==> src/rtl/mem_port_arbiter.sv <==
// mem_port_arbiter: shares one word-addressed data memory port between the
// fetch stage (F) and the memory stage (M). The memory stage wins by default.
// A starvation counter lets fetch in after STARVE_MAX back-to-back memory-stage
// grants, unless m_lock holds the port for a multi-word memory-stage sequence.
module mem_port_arbiter #(
    parameter int ADDR_W     = 16,
    parameter int STARVE_MAX = 4
) (
    input  logic              clock,
    input  logic              reset_n,

    input  logic              f_req,
    input  logic              f_we,
    input  logic [ADDR_W-1:0] f_addr,
    input  logic [15:0]       f_wdata,
    input  logic              f_lb,
    input  logic              f_hb,

    input  logic              m_req,
    input  logic              m_we,
    input  logic [ADDR_W-1:0] m_addr,
    input  logic [15:0]       m_wdata,
    input  logic              m_lb,
    input  logic              m_hb,
    input  logic              m_lock,

    output logic              f_done,
    output logic              m_done,
    output logic [15:0]       f_rdata,
    output logic [15:0]       m_rdata,
    output logic              f_blocked,
    output logic              m_blocked,

    output logic [ADDR_W-1:0] mem_address,
    output logic [15:0]       mem_wdata,
    output logic              mem_read,
    output logic              mem_write,
    output logic              mem_lb,
    output logic              mem_hb,
    input  logic [15:0]       mem_rdata,
    input  logic              mem_ready
);

    typedef enum logic [1:0] {
        IDLE   = 2'd0,
        BUSY_F = 2'd1,
        BUSY_M = 2'd2
    } state_t;

    localparam logic [3:0] STARVE_LIM = 4'(STARVE_MAX);

    state_t            state_reg, state_next;
    logic [3:0]        starve_cnt_reg, starve_cnt_next;
    logic              grant_m, grant_f, complete;

    logic [ADDR_W-1:0] mem_address_reg;
    logic [15:0]       mem_wdata_reg;
    logic              mem_read_reg, mem_write_reg, mem_lb_reg, mem_hb_reg;
    logic              f_done_reg, m_done_reg;
    logic [15:0]       f_rdata_reg, m_rdata_reg;

    // Arbitration, completion detection and starvation bookkeeping.
    always_comb begin
        state_next      = state_reg;
        starve_cnt_next = starve_cnt_reg;
        grant_m         = 1'b0;
        grant_f         = 1'b0;
        complete        = 1'b0;
        case (state_reg)
            IDLE: begin
                // Memory stage wins unless fetch has waited through STARVE_MAX
                // grants; a lock keeps the memory stage's sequence unbroken.
                if (m_req && (!f_req || m_lock || (starve_cnt_reg < STARVE_LIM))) begin
                    grant_m    = 1'b1;
                    state_next = BUSY_M;
                    if (!f_req) begin
                        starve_cnt_next = 4'd0;
                    end else if (starve_cnt_reg >= STARVE_LIM) begin
                        starve_cnt_next = STARVE_LIM;
                    end else begin
                        starve_cnt_next = starve_cnt_reg + 4'd1;
                    end
                end else if (f_req) begin
                    grant_f         = 1'b1;
                    state_next      = BUSY_F;
                    starve_cnt_next = 4'd0;
                end
            end
            BUSY_F, BUSY_M: begin
                if (mem_ready) begin
                    complete   = 1'b1;
                    state_next = IDLE;
                end
            end
            default: state_next = IDLE;
        endcase
    end

    // State and starvation counter registers.
    always_ff @(posedge clock or negedge reset_n) begin
        if (!reset_n) begin
            state_reg      <= IDLE;
            starve_cnt_reg <= 4'd0;
        end else begin
            state_reg      <= state_next;
            starve_cnt_reg <= starve_cnt_next;
        end
    end

    // Memory-side command: loaded on grant, held during the access, strobes
    // and lanes dropped at completion (address/data simply retained).
    always_ff @(posedge clock or negedge reset_n) begin
        if (!reset_n) begin
            mem_address_reg <= '0;
            mem_wdata_reg   <= 16'd0;
            mem_read_reg    <= 1'b0;
            mem_write_reg   <= 1'b0;
            mem_lb_reg      <= 1'b0;
            mem_hb_reg      <= 1'b0;
        end else if (grant_m) begin
            mem_address_reg <= m_addr;
            mem_wdata_reg   <= m_wdata;
            mem_read_reg    <= !m_we;
            mem_write_reg   <= m_we;
            mem_lb_reg      <= m_lb;
            mem_hb_reg      <= m_hb;
        end else if (grant_f) begin
            mem_address_reg <= f_addr;
            mem_wdata_reg   <= f_wdata;
            mem_read_reg    <= !f_we;
            mem_write_reg   <= f_we;
            mem_lb_reg      <= f_lb;
            mem_hb_reg      <= f_hb;
        end else if (complete) begin
            mem_read_reg    <= 1'b0;
            mem_write_reg   <= 1'b0;
            mem_lb_reg      <= 1'b0;
            mem_hb_reg      <= 1'b0;
        end
    end

    // Requester-side completion: one-cycle done pulse and full-word read data
    // capture (also on writes) for whichever port owned the access.
    always_ff @(posedge clock or negedge reset_n) begin
        if (!reset_n) begin
            f_done_reg  <= 1'b0;
            m_done_reg  <= 1'b0;
            f_rdata_reg <= 16'd0;
            m_rdata_reg <= 16'd0;
        end else begin
            f_done_reg <= complete && (state_reg == BUSY_F);
            m_done_reg <= complete && (state_reg == BUSY_M);
            if (complete && (state_reg == BUSY_F)) begin
                f_rdata_reg <= mem_rdata;
            end
            if (complete && (state_reg == BUSY_M)) begin
                m_rdata_reg <= mem_rdata;
            end
        end
    end

    assign mem_address = mem_address_reg;
    assign mem_wdata   = mem_wdata_reg;
    assign mem_read    = mem_read_reg;
    assign mem_write   = mem_write_reg;
    assign mem_lb      = mem_lb_reg;
    assign mem_hb      = mem_hb_reg;
    assign f_done      = f_done_reg;
    assign m_done      = m_done_reg;
    assign f_rdata     = f_rdata_reg;
    assign m_rdata     = m_rdata_reg;

    // A pending request is blocked whenever its port is not the one in service.
    assign f_blocked   = f_req && (state_reg != BUSY_F);
    assign m_blocked   = m_req && (state_reg != BUSY_M);

endmodule

==> config.mk <==
export PLATFORM = sky130hd
export DESIGN_NAME = mem_port_arbiter
export DESIGN_NICKNAME = d
export VERILOG_FILES = /design/src/rtl/mem_port_arbiter.sv
export SDC_FILE = /design/constraint.sdc
export NUM_CORES = 1
export LEC_CHECK = 0
export BUFFER_PORTS_ARGS = -buffer_cell sky130_fd_sc_hd__buf_4
export CORE_MARGIN = 2
export CORE_UTILIZATION = 40
export DETAILED_ROUTE_END_ITERATION = 12
export PLACE_DENSITY_LB_ADDON = 0.15
export SYNTH_ARGS = -nofsm -noshare
export SYNTH_HDL_FRONTEND = slang
export SYNTH_SLANG_ARGS = --single-unit
==> constraint.sdc <==
create_clock -name clock -period 3.7 [get_ports clock]
set_clock_uncertainty 0.05 [all_clocks]
set_input_delay 0.555 -clock clock [delete_from_list [all_inputs] [get_ports clock]]
set_output_delay 0.555 -clock clock [all_outputs]
set_load 0.03 [all_outputs]
==> summary.md, run 1 <==
| Metric | Value |
|---|---|
| Vias/cell | 5.26 |
| R2R cell count | 7 |
| Input/output buffers | 163 |
| Cts hold-fix bufs | 0 |
| Period minus WS final | 1990 ps |
| Cell Int Power | 0.00263 W |
| Hold WS | ~320 ps |
| CTS root buf | clkbuf_8 |
| Sequential Power Share | a little under a third |
| Synth warnings | 0 |
| Sw Share | 42.8% |
| Starting DRC count in detailed routing | 62 |
| Synth-to-layout area growth | 41.2% |
| # fillers | 767 |
| Die H | approximately 99 µm |
| Outcome | finished, final reports clean |
| Startpoint type of the worst setup path | input pin |
| Fin nets | 557 |
| Cells after synthesis | 308 |
| Ports | 164 |
| DR vias | 3016 |
| GR Overflow Total | 0 |
| Total power | between 0.004 and 0.005 W |
| Vias in the first global route | 3089 |
| Post-detail-place hpwl | 6720 µm |
| Mean Syn Cell Area | 11.8 µm² |
| CTS Buffer Depth | 2 |
| Power density cells | around 900 nW/µm² |
| VDD IR max | 380 µV |
| Flip-flop and latch area | 1900 µm² |
| Placer Congestion | 0.735 |
| Seq/Total Area, Yosys | between 50 and 60% |
| Share of layout cells above drive strength 1 | 53.3% |
| Capturing point of the worst reg2reg path | mem_address[8]$_DFFE_PN0P_ |
| CTS tree | built |
| Worst Path Max Fanout | 38 |
| R2R Setup Slk | 1730 ps |
| Initial antenna violation count | 0 |
| Row count | 34 |
| Dpl ws | 1440 ps |
| Final core occ | 58.5% |
| #FFs+latches synth | 76 |
| Clk pwr share | approximately 17% |
| CTS buffer count | 9 |
| DRT Pass-1 Iters | 6 |
| Crit path capture type | output pin |
| Rel. slew slack | 32.4% |
| Max Cap Viol | 0 |
| Combinational share of power | 52.3% |
| First-pass GRT wire length | 15500 µm |
| Initial core utilization | between 40% and 50% |
| Largest net degree at the start of global routing | 77 |
| Total negative slack | 0 ps |
| Die width | 99.3 µm |
| Actual slew at the worst max-slew pin | 1010 ps |
| Post-route ant nets | 0 |
| Fin. Hold Viols | 0 |
| Synth unique cells | 31 |
| Sw power | between 0.0015 and 0.002 W |
| WL/cell | 17.0 µm |
| Post-CTS Resized | 0 |
| Post-CTS Repair Setup Buffers | 0 |
| Final setup margin | 1710 ps |
| Clock latency on the worst-skew pair | 340 ps |
| Critical Path AT | 1390 ps |
| Syn_nets | 404 |
| Critical Path RT | ~3100 ps |
| Final wirelength | between 9000 and 10000 µm |
| Core area | 8760 µm² |
| RSZ-0062 raised after global routing | no |
| Mapped Area | 3630 µm² |
| Depth of the CTS H-tree | 3 |
| Max-slew violation count | 0 |
| Reg2reg start | state_reg[1]$_DFFE_PN0P_ |
| WS Path Type | input pin to output pin |
| Total global-route track usage | 19.9% |
| CTS sink cnt | 76 |
| HP Class | input pin to asynchronous set/reset pin |
| Leakage Power | about 2.6 nW |
| Number of antenna diodes | 0 |
| DRC violation count after routing | 0 |
| Final setup violating endpoints | 0 |
| Die area | 9860 µm² |
| Clk slew on worst S/H paths | 80 ps |
| F_max | 0.501 GHz |
| Worst setup path start | f_req |
| Final period utilization | 53.9% |
| Area of the multi-input gates | 1450 µm² |
[cell usage in the layout, fill, tap and decap left out]
cell type / instances
and3_1: 3
o2111ai_1: 32
o221ai_1: 1
o21ai_0: 2
nand3_1: 1
nor4_1: 1
dfrtp_1: 76
ha_1: 4
a21o_1: 1
o211ai_1: 4
bufinv_16: 3
a31oi_1: 1
nand2_1: 37
o21ba_1: 1
clkinv_1: 1
a21oi_1: 2
nor2b_1: 1
and2_1: 1
o21bai_1: 1
inv_1: 39
mux2i_2: 1
clkbuf_8: 10
clkinv_2: 2
nand3_2: 1
buf_4: 167
or4_1: 1
o21ai_4: 1
a22o_1: 1
o211ai_2: 29
a221o_1: 3
a2111o_1: 1
nor2_1: 2
a21o_2: 1
mux2_2: 33
[metrics by stage]
| stage | cell area, µm² | cells |
|---|---|---|
| after floorplan | 3630 | 308 |
| after global placement | 4890 | 558 |
| after detailed placement | 4890 | 558 |
| after CTS | 5130 | 573 |
| after global routing | 5130 | 573 |
| final | 5130 | 573 |
[metal layers]
metal | wire (µm) | global-route usage [%] | vias to the layer above
met4 | 81 | 6.32 | 0
met1 | 4110 | 25.7 | 1480
met3 | 878 | 6.82 | 6
met5 | 0 | 0 | -
li1 | - | - | 1415
met2 | 4640 | 31.8 | 115
[Yosys cell counts]
master | instances | area (µm²)
dfrtp_1 | 76 | 1900
inv_1 | 39 | 146
nand2_1 | 37 | 139
mux2_2 | 33 | 372
o2111ai_1 | 32 | 280
o211ai_2 | 29 | 363
clkbuf_1 | 12 | 45.0
buf_2 | 8 | 40.0
buf_6 | 5 | 56.3
ha_1 | 4 | 50.1
o211ai_1 | 4 | 30.0
a221o_1 | 3 | 30.0
and3_1 | 3 | 18.8
o21ai_0 | 3 | 15.0
a21o_1 | 2 | 15.0
a21oi_1 | 2 | 10.0
nor2_1 | 2 | 7.51
a2111o_1 | 1 | 11.3
a22o_1 | 1 | 8.76
a31oi_1 | 1 | 6.26
and2_1 | 1 | 6.26
clkinv_1 | 1 | 3.75
mux2i_2 | 1 | 13.8
nand3_1 | 1 | 5.00
nand3_2 | 1 | 10.0
nor2b_1 | 1 | 6.26
nor4_1 | 1 | 6.26
o21ba_1 | 1 | 10.0
o21bai_1 | 1 | 7.51
o221ai_1 | 1 | 8.76
or4_1 | 1 | 7.51
[logic make-up after synthesis]
kind of cell,after synthesis,share of synthesized area [%]
simple gates,48,5.69
flops,76,52.4
mux,34,10.6
compound gates,81,21.9
buf+inv,65,8.03
fa+ha+maj,4,1.38
[worst max-delay path by stage]
stage / cells past startpoint / slack (ps) / to
2_1_floorplan: 3 / 1750 / m_blocked
3_3_place_gp: 3 / 1480 / starve_cnt_reg[2]$_DFFE_PN0P_
3_5_place_dp: 3 / 1440 / starve_cnt_reg[2]$_DFFE_PN0P_
4_1_cts: 4 / 1700 / f_blocked
5_1_grt: 7 / 1560 / starve_cnt_reg[2]$_DFFE_PN0P_
6_report: 4 / 1710 / f_blocked
[cell type report]
type / instances / share of cell area [%]
repair buffers: 167 / 24.4
multi-input cells: 167 / 28.3
clock buffers: 10 / 2.68
flip-flops and latches: 76 / 37.1
well taps: 108 / 2.63
clock inverters: 5 / 1.95
inverters: 40 / 2.93
[critical path, stage by stage]
cell	delay [ps]
buf_4	360
inv_1	160
nor2_1	140
buf_4	170
[power groups by stage]
stage | combinational (W) | clock, W | sequential (W)
2_1_floorplan | 0.000822 | 0 | 0.00216
3_3_place_gp | 0.00239 | 0 | 0.00144
3_5_place_dp | 0.00243 | 0 | 0.00145
4_1_cts | 0.00243 | 0.000781 | 0.00144
5_1_grt | 0.00256 | 0.000818 | 0.00148
6_report | 0.00240 | 0.000758 | 0.00143
Note: power is estimated with default switching activity, not from simulation.
==> run 2: changes to the inputs <==
==> constraint.sdc (replaced) <==
create_clock -name clock -period 1.95 [get_ports clock]
set_clock_uncertainty 0.05 [all_clocks]
set_input_delay 0.2925 -clock clock [delete_from_list [all_inputs] [get_ports clock]]
set_output_delay 0.2925 -clock clock [all_outputs]
set_load 0.03 [all_outputs]
==> summary.md, run 2 (synthesis gave the netlist of run 1 again) <==
| Metric | Value |
|---|---|
| Worst setup path start | state_reg[0]$_DFFE_PN0P_ (was f_req) |
| Row count | 34 (unchanged) |
| Vias in the first global route | 3181 (was 3089) |
| Initial antenna violation count | 0 (unchanged) |
| Cell Int Power | 0.00494 W (was 0.00263 W) |
| Sw Share | 43.3% (was 42.8%) |
| Total negative slack | 0 ps (unchanged) |
| Actual slew at the worst max-slew pin | 646 ps (was 1010 ps) |
| RSZ-0062 raised after global routing | no (unchanged) |
| CTS tree | built (unchanged) |
| Final period utilization | 85.5% |
| Die H | 99.3 µm (unchanged) |
| Final wirelength | 9950 µm (was 9710 µm) |
| Clk slew on worst S/H paths | 80 ps (about the same) |
| Placed cell areas | 4970 µm² (was 4890 µm²) |
| Critical Path AT | 1840 ps (was 1390 ps) |
| Power density cells | 1680 nW/µm² (was 896 nW/µm²) |
| Leakage Power | 2.67 nW (was 2.63 nW) |
| Sequential Power Share | 31.2% (about the same) |
| DRT Pass-1 Iters | 4 (was 6) |
| Clk pwr share | 15.7% (was 16.5%) |
| CTS root buf | clkbuf_8 (unchanged) |
| Startpoint type of the worst setup path | register (was input pin) |
| Worst Path Max Fanout | 17 (was 38) |
| WL/cell | 17.1 µm (was 17.0 µm) |
| Synth-to-layout area growth | 43.3% (was 41.2%) |
| Critical Path RT | 2120 ps (was 3090 ps) |
| First-pass GRT wire length | 16100 µm (was 15500 µm) |
| Most frequent cells in the layout | buf_4 (175), dfrtp_1 (76), inv_1 (39), nand2_1 (37), mux2_2 (33) (was buf_4 (167), dfrtp_1 (76), inv_1 (39), nand2_1 (37), mux2_2 (33)) |
| Number of antenna diodes | 0 (unchanged) |
| CTS buffer count | 9 (unchanged) |
| Share of layout cells above drive strength 1 | 54.1% (was 53.3%) |
| Fin nets | 567 (was 557) |
| Period minus WS final | ~1700 ps |
| Max Cap Viol | 0 (unchanged) |
| Final Cell Area | 5200 µm² (was 5130 µm²) |
| Combinational share of power | 53.1% (was 52.3%) |
| Rel. slew slack | 56.9% (was 32.4%) |
| Total global-route track usage | 20.6% (was 19.9%) |
| Starting DRC count in detailed routing | 129 (was 62) |
| Core area | 8760 µm² (unchanged) |
| CTS sink cnt | 76 (unchanged) |
| Post-CTS Repair Setup Buffers | 0 (unchanged) |
| Post-CTS Resized | 0 (unchanged) |
| Die width | 99.3 µm (unchanged) |
| Post-route ant nets | 0 (unchanged) |
| Largest net degree at the start of global routing | 49 (was 77) |
| Final setup violating endpoints | 0 (unchanged) |
| Crit path capture type | register (was output pin) |
| Fin. Hold Viols | 0 (unchanged) |
| DR vias | 3062 (was 3016) |
| Outcome | finished, final reports clean (unchanged) |
| # fillers | 737 (was 767) |
| Clock latency on the worst-skew pair | 330 ps (was 340 ps) |
| Reg2reg start | state_reg[0]$_DFFE_PN0P_ (was state_reg[1]$_DFFE_PN0P_) |
| Sw power | 0.00378 W (was 0.00197 W) |
| Max-slew violation count | 0 (unchanged) |
| VDD IR max | 1020 µV (was 380 µV) |
| Vias/cell | 5.25 (was 5.26) |
| DRC violation count after routing | 0 (unchanged) |
| Ports | 164 (unchanged) |
| Hold Crit Start | f_we |
| WS Path Type | register to register (was input pin to output pin) |
| CTS Buffer Depth | 2 (unchanged) |
| Post-detail-place hpwl | 7260 µm (was 6720 µm) |
| Depth of the CTS H-tree | 3 (unchanged) |
| GR Overflow Total | 0 (unchanged) |
| F_max | 0.599 GHz |
| Placer Congestion | 0.816 (was 0.735) |
| Commonest non-fill, non-tap cell in the layout | buf_4 (unchanged) |
| Die area | 9860 µm² (unchanged) |
| Input/output buffers | 163 (unchanged) |
| HP Class | input pin to register (was input pin to asynchronous set/reset pin) |
| Initial core utilization | 41.4% (unchanged) |
run 2: worst paths after layout:
path	to	depth (start not counted)	slack [ps]
max	f_rdata[1]$_DFFE_PN0P_	4	280
min	mem_read$_DFFE_PN0P_	2	120
max reg2reg	f_rdata[1]$_DFFE_PN0P_	4	280
min reg2reg	mem_wdata[9]$_DFFE_PN0P_	2	440
max in group asynchronous	starve_cnt_reg[2]$_DFFE_PN0P_	3	790
min in group asynchronous	mem_wdata[4]$_DFFE_PN0P_	2	470
run 2: per-stage QoR:
step	hold WS, ps	std cells	setup slack (ps)	total power, W	util (%)
after floorplan	-53.1	308	359	0.00566	-
after global placement	306	567	328	0.00733	56.7
after detailed placement	305	567	267	0.00742	56.7
after CTS	111	583	266	0.00880	59.4
after global routing	111	583	157	0.00921	59.4
final	123	583	282	0.00872	59.4
run 2: layer usage:
metal  track usage [%]  up-vias  part of all wire [%]
met5                 0        -                     0
met4              7.27        0                   1.4
met3              5.13       12                   8.2
met2              31.9      130                    47
met1              28.3     1481                    43
li1                  -     1439                     -
run 2: layout make-up:
class / instances / area [µm²] / share of cell area [%]
flip-flops and latches: 76 / 1900 / 36.5
multi-input cells: 167 / 1450 / 27.9
repair buffers: 177 / 1340 / 25.8
clock buffers: 11 / 151 / 2.91
inverters: 40 / 150 / 2.88
well taps: 108 / 135 / 2.60
clock inverters: 4 / 72.6 / 1.39
run 2: timing repair:
item / 4_1_cts / 5_1_grt
hold buffers: 1 / 0
endpoints found under the hold margin: 46 / 0
setup endpoints to repair: 0 / 0
run 2: power by group through the flow:
stage | registers, W | logic, W | clock network [W]
3_5_place_dp | 0.00275 | 0.00467 | 0
2_1_floorplan | 0.00410 | 0.00156 | 0
3_3_place_gp | 0.00272 | 0.00461 | 0
5_1_grt | 0.00281 | 0.00494 | 0.00146
4_1_cts | 0.00273 | 0.00468 | 0.00140
6_report | 0.00272 | 0.00463 | 0.00137
run 2: worst max-delay path, cell delays in order (launching register included):
cell and delay [ps]:
dfrtp_1 360, inv_1 70, ha_1 320, nand3_2 340, mux2_2 410
==> run 3: changes to the inputs <==
--- a/config.mk
+++ b/config.mk
@@ -9,6 +9,7 @@
 export CORE_MARGIN = 2
 export CORE_UTILIZATION = 40
 export DETAILED_ROUTE_END_ITERATION = 12
+export GPL_TIMING_DRIVEN = 0
 export PLACE_DENSITY_LB_ADDON = 0.15
 export SYNTH_ARGS = -nofsm -noshare
 export SYNTH_HDL_FRONTEND = slang
==> summary.md, run 3 (synthesis gave the netlist of run 1 again) <==
| Metric | Value |
|---|---|
| RSZ-0062 raised after global routing | no (unchanged) |
| Row count | 34 (unchanged) |
| Actual slew at the worst max-slew pin | 971 ps (was 646 ps) |
| Vias/cell | 5.10 (was 5.25) |
| Sw power | 0.00383 W (was 0.00378 W) |
| Period minus WS final | 1810 ps (was 1670 ps) |
| Most frequent cells in the layout | buf_4 (164), dfrtp_1 (76), inv_1 (39), nand2_1 (37), mux2_2 (33) (was buf_4 (175), dfrtp_1 (76), inv_1 (39), nand2_1 (37), mux2_2 (33)) |
| Input/output buffers | 163 (unchanged) |
| Clock latency on the worst-skew pair | 350 ps (was 330 ps) |
| Rel. slew slack | 35.3% (was 56.9%) |
| CTS Buffer Depth | 2 (unchanged) |
| Crit path capture type | register (unchanged) |
| Fin. Hold Viols | 0 (unchanged) |
| Startpoint type of the worst setup path | register (unchanged) |
| Cts hold-fix bufs | 0 (was 1) |
| Sequential Power Share | 30.1% (was 31.2%) |
| Leakage Power | 2.68 nW (was 2.67 nW) |
| Synth-to-layout area growth | 44.8% (was 43.3%) |
| Clk slew on worst S/H paths | 80 ps (about the same) |
| Final wirelength | 10000 µm (was 9950 µm) |
| CTS buffer count | 9 (unchanged) |
| Worst Path Max Fanout | 10 (was 17) |
| Clk pwr share | 17.8% (was 15.7%) |
| Total negative slack | 0 ps (unchanged) |
| Placed cell areas | 4990 µm² (was 4970 µm²) |
| Hold WS | 41.1 ps (was 123 ps) |
| Initial core utilization | 41.4% (unchanged) |
| Max Cap Viol | 0 (unchanged) |
| Post-CTS Repair Setup Buffers | 0 (unchanged) |
| Final period utilization | 92.8% (was 85.5%) |
| DR vias | 3035 (was 3062) |
| GR Overflow Total | 0 (unchanged) |
| Placer Congestion | 0.786 (was 0.816) |
| Final setup violating endpoints | 0 (unchanged) |
| Post-detail-place hpwl | 7330 µm (was 7260 µm) |
| VDD IR max | 913 µV (was 1020 µV) |
| Share of layout cells above drive strength 1 | 52.4% (was 54.1%) |
| DRT Pass-1 Iters | 4 (unchanged) |
| Post-route ant nets | 0 (unchanged) |
| Final core occ | 60.0% (was 59.4%) |
| Critical Path AT | 1990 ps (was 1840 ps) |
| CTS sink cnt | 76 (unchanged) |
| Final Cell Area | 5260 µm² (was 5200 µm²) |
| Sw Share | 42.6% (was 43.3%) |
| Total global-route track usage | 20.8% (was 20.6%) |
| CTS root buf | clkbuf_8 (unchanged) |
| CTS tree | built (unchanged) |
| Fin nets | 578 (was 567) |
| Commonest non-fill, non-tap cell in the layout | buf_4 (unchanged) |
| Critical Path RT | 2130 ps (was 2120 ps) |
| Depth of the CTS H-tree | 3 (unchanged) |
| Combinational share of power | 52.1% (was 53.1%) |
| Ports | 164 (unchanged) |
| Total power | 0.00900 W (was 0.00872 W) |
| Die H | 99.3 µm (unchanged) |
| Die area | 9860 µm² (unchanged) |
| Cell Int Power | 0.00517 W (was 0.00494 W) |
| HP Class | input pin to asynchronous set/reset pin (was input pin to register) |
| WS Path Type | register to register (unchanged) |
| Outcome | finished, final reports clean (unchanged) |
| Vias in the first global route | 3243 (was 3181) |
| First-pass GRT wire length | 16200 µm (was 16100 µm) |
| Number of antenna diodes | 0 (unchanged) |
| Starting DRC count in detailed routing | 117 (was 129) |
| Core area | 8760 µm² (unchanged) |
| Die width | 99.3 µm (unchanged) |
| F_max | 0.552 GHz (was 0.599 GHz) |
| Power density cells | 1710 nW/µm² (was 1680 nW/µm²) |
| Max-slew violation count | 0 (unchanged) |
| Largest net degree at the start of global routing | 77 (was 49) |
| DRC violation count after routing | 0 (unchanged) |
| Initial antenna violation count | 0 (unchanged) |
| WL/cell | 16.8 µm (was 17.1 µm) |
run 3: cell types whose count changed in the layout (fill, tap and decap cells not counted), sizes merged:
cell,change
bufinv,+2
clkbuf,+11
dlygate4sd3,-1
run 3: power by group through the flow:
stage	Sequential [W]	Combinational (W)	Clock (W)
after global placement	0.00270	0.00466	0
after CTS	0.00271	0.00473	0.00164
after global routing	0.00280	0.00500	0.00171
final	0.00271	0.00469	0.00160
after detailed placement	0.00274	0.00473	0
after floorplan	0.00410	0.00156	0
run 3: path summary, 6_finish.rpt:
| check | startpoint | depth (start not counted) | endpoint | slack (ps) |
|---|---|---|---|---|
| worst max-delay path | state_reg[1]$_DFFE_PN0P_ | 5 | f_rdata[12]$_DFFE_PN0P_ | 140 |
| worst min-delay path | reset_n | 1 | mem_wdata[6]$_DFFE_PN0P_ | 40 |
| worst max register to register | state_reg[1]$_DFFE_PN0P_ | 5 | f_rdata[12]$_DFFE_PN0P_ | 140 |
| worst min register to register | mem_address[5]$_DFFE_PN0P_ | 2 | mem_address[5]$_DFFE_PN0P_ | 440 |
| max in group asynchronous | reset_n | 1 | mem_address[8]$_DFFE_PN0P_ | 1190 |
| min in group clock | f_we | 2 | mem_read$_DFFE_PN0P_ | 110 |
run 3: what timing repair did:
action                     4_1_cts  5_1_grt
gates resized for setup          0        3
setup endpoints to repair        0       30
hold endpoints to repair         0        0
run 3: through the flow:
step | std cells | setup WS, ps
detailed placement | 579 | 87.4
global route | 595 | 28.6
finish | 595 | 139
floorplan | 308 | 359
CTS | 595 | 94.2
global placement | 579 | 118
run 3: critical path, cell delays in order, from the launching register on:
cell     delay (ps)
dfrtp_1         390
inv_1           120
ha_1            270
nand3_2         190
buf_2           300
mux2_2          380
run 3: cell type report:
class / count / area (µm²)
Inverter: 40 / 150
Buffer: 25 / 144
Timing Repair Buffer: 163 / 1220
Sequential cell: 76 / 1900
Multi-Input combinational cell: 167 / 1440
Fill cell: 774 / 3510
Clock inverter: 6 / 136
Clock buffer: 10 / 128
Tap cell: 108 / 135
run 3: routing by layer:
metal / up-vias / track usage, % / share of wire, %
met4: 0 / 7.69 / 1.7
met2: 106 / 33.9 / 47
met5: - / 0 / 0
li1: 1463 / - / -
met3: 13 / 5.06 / 7.0
met1: 1453 / 27.1 / 44
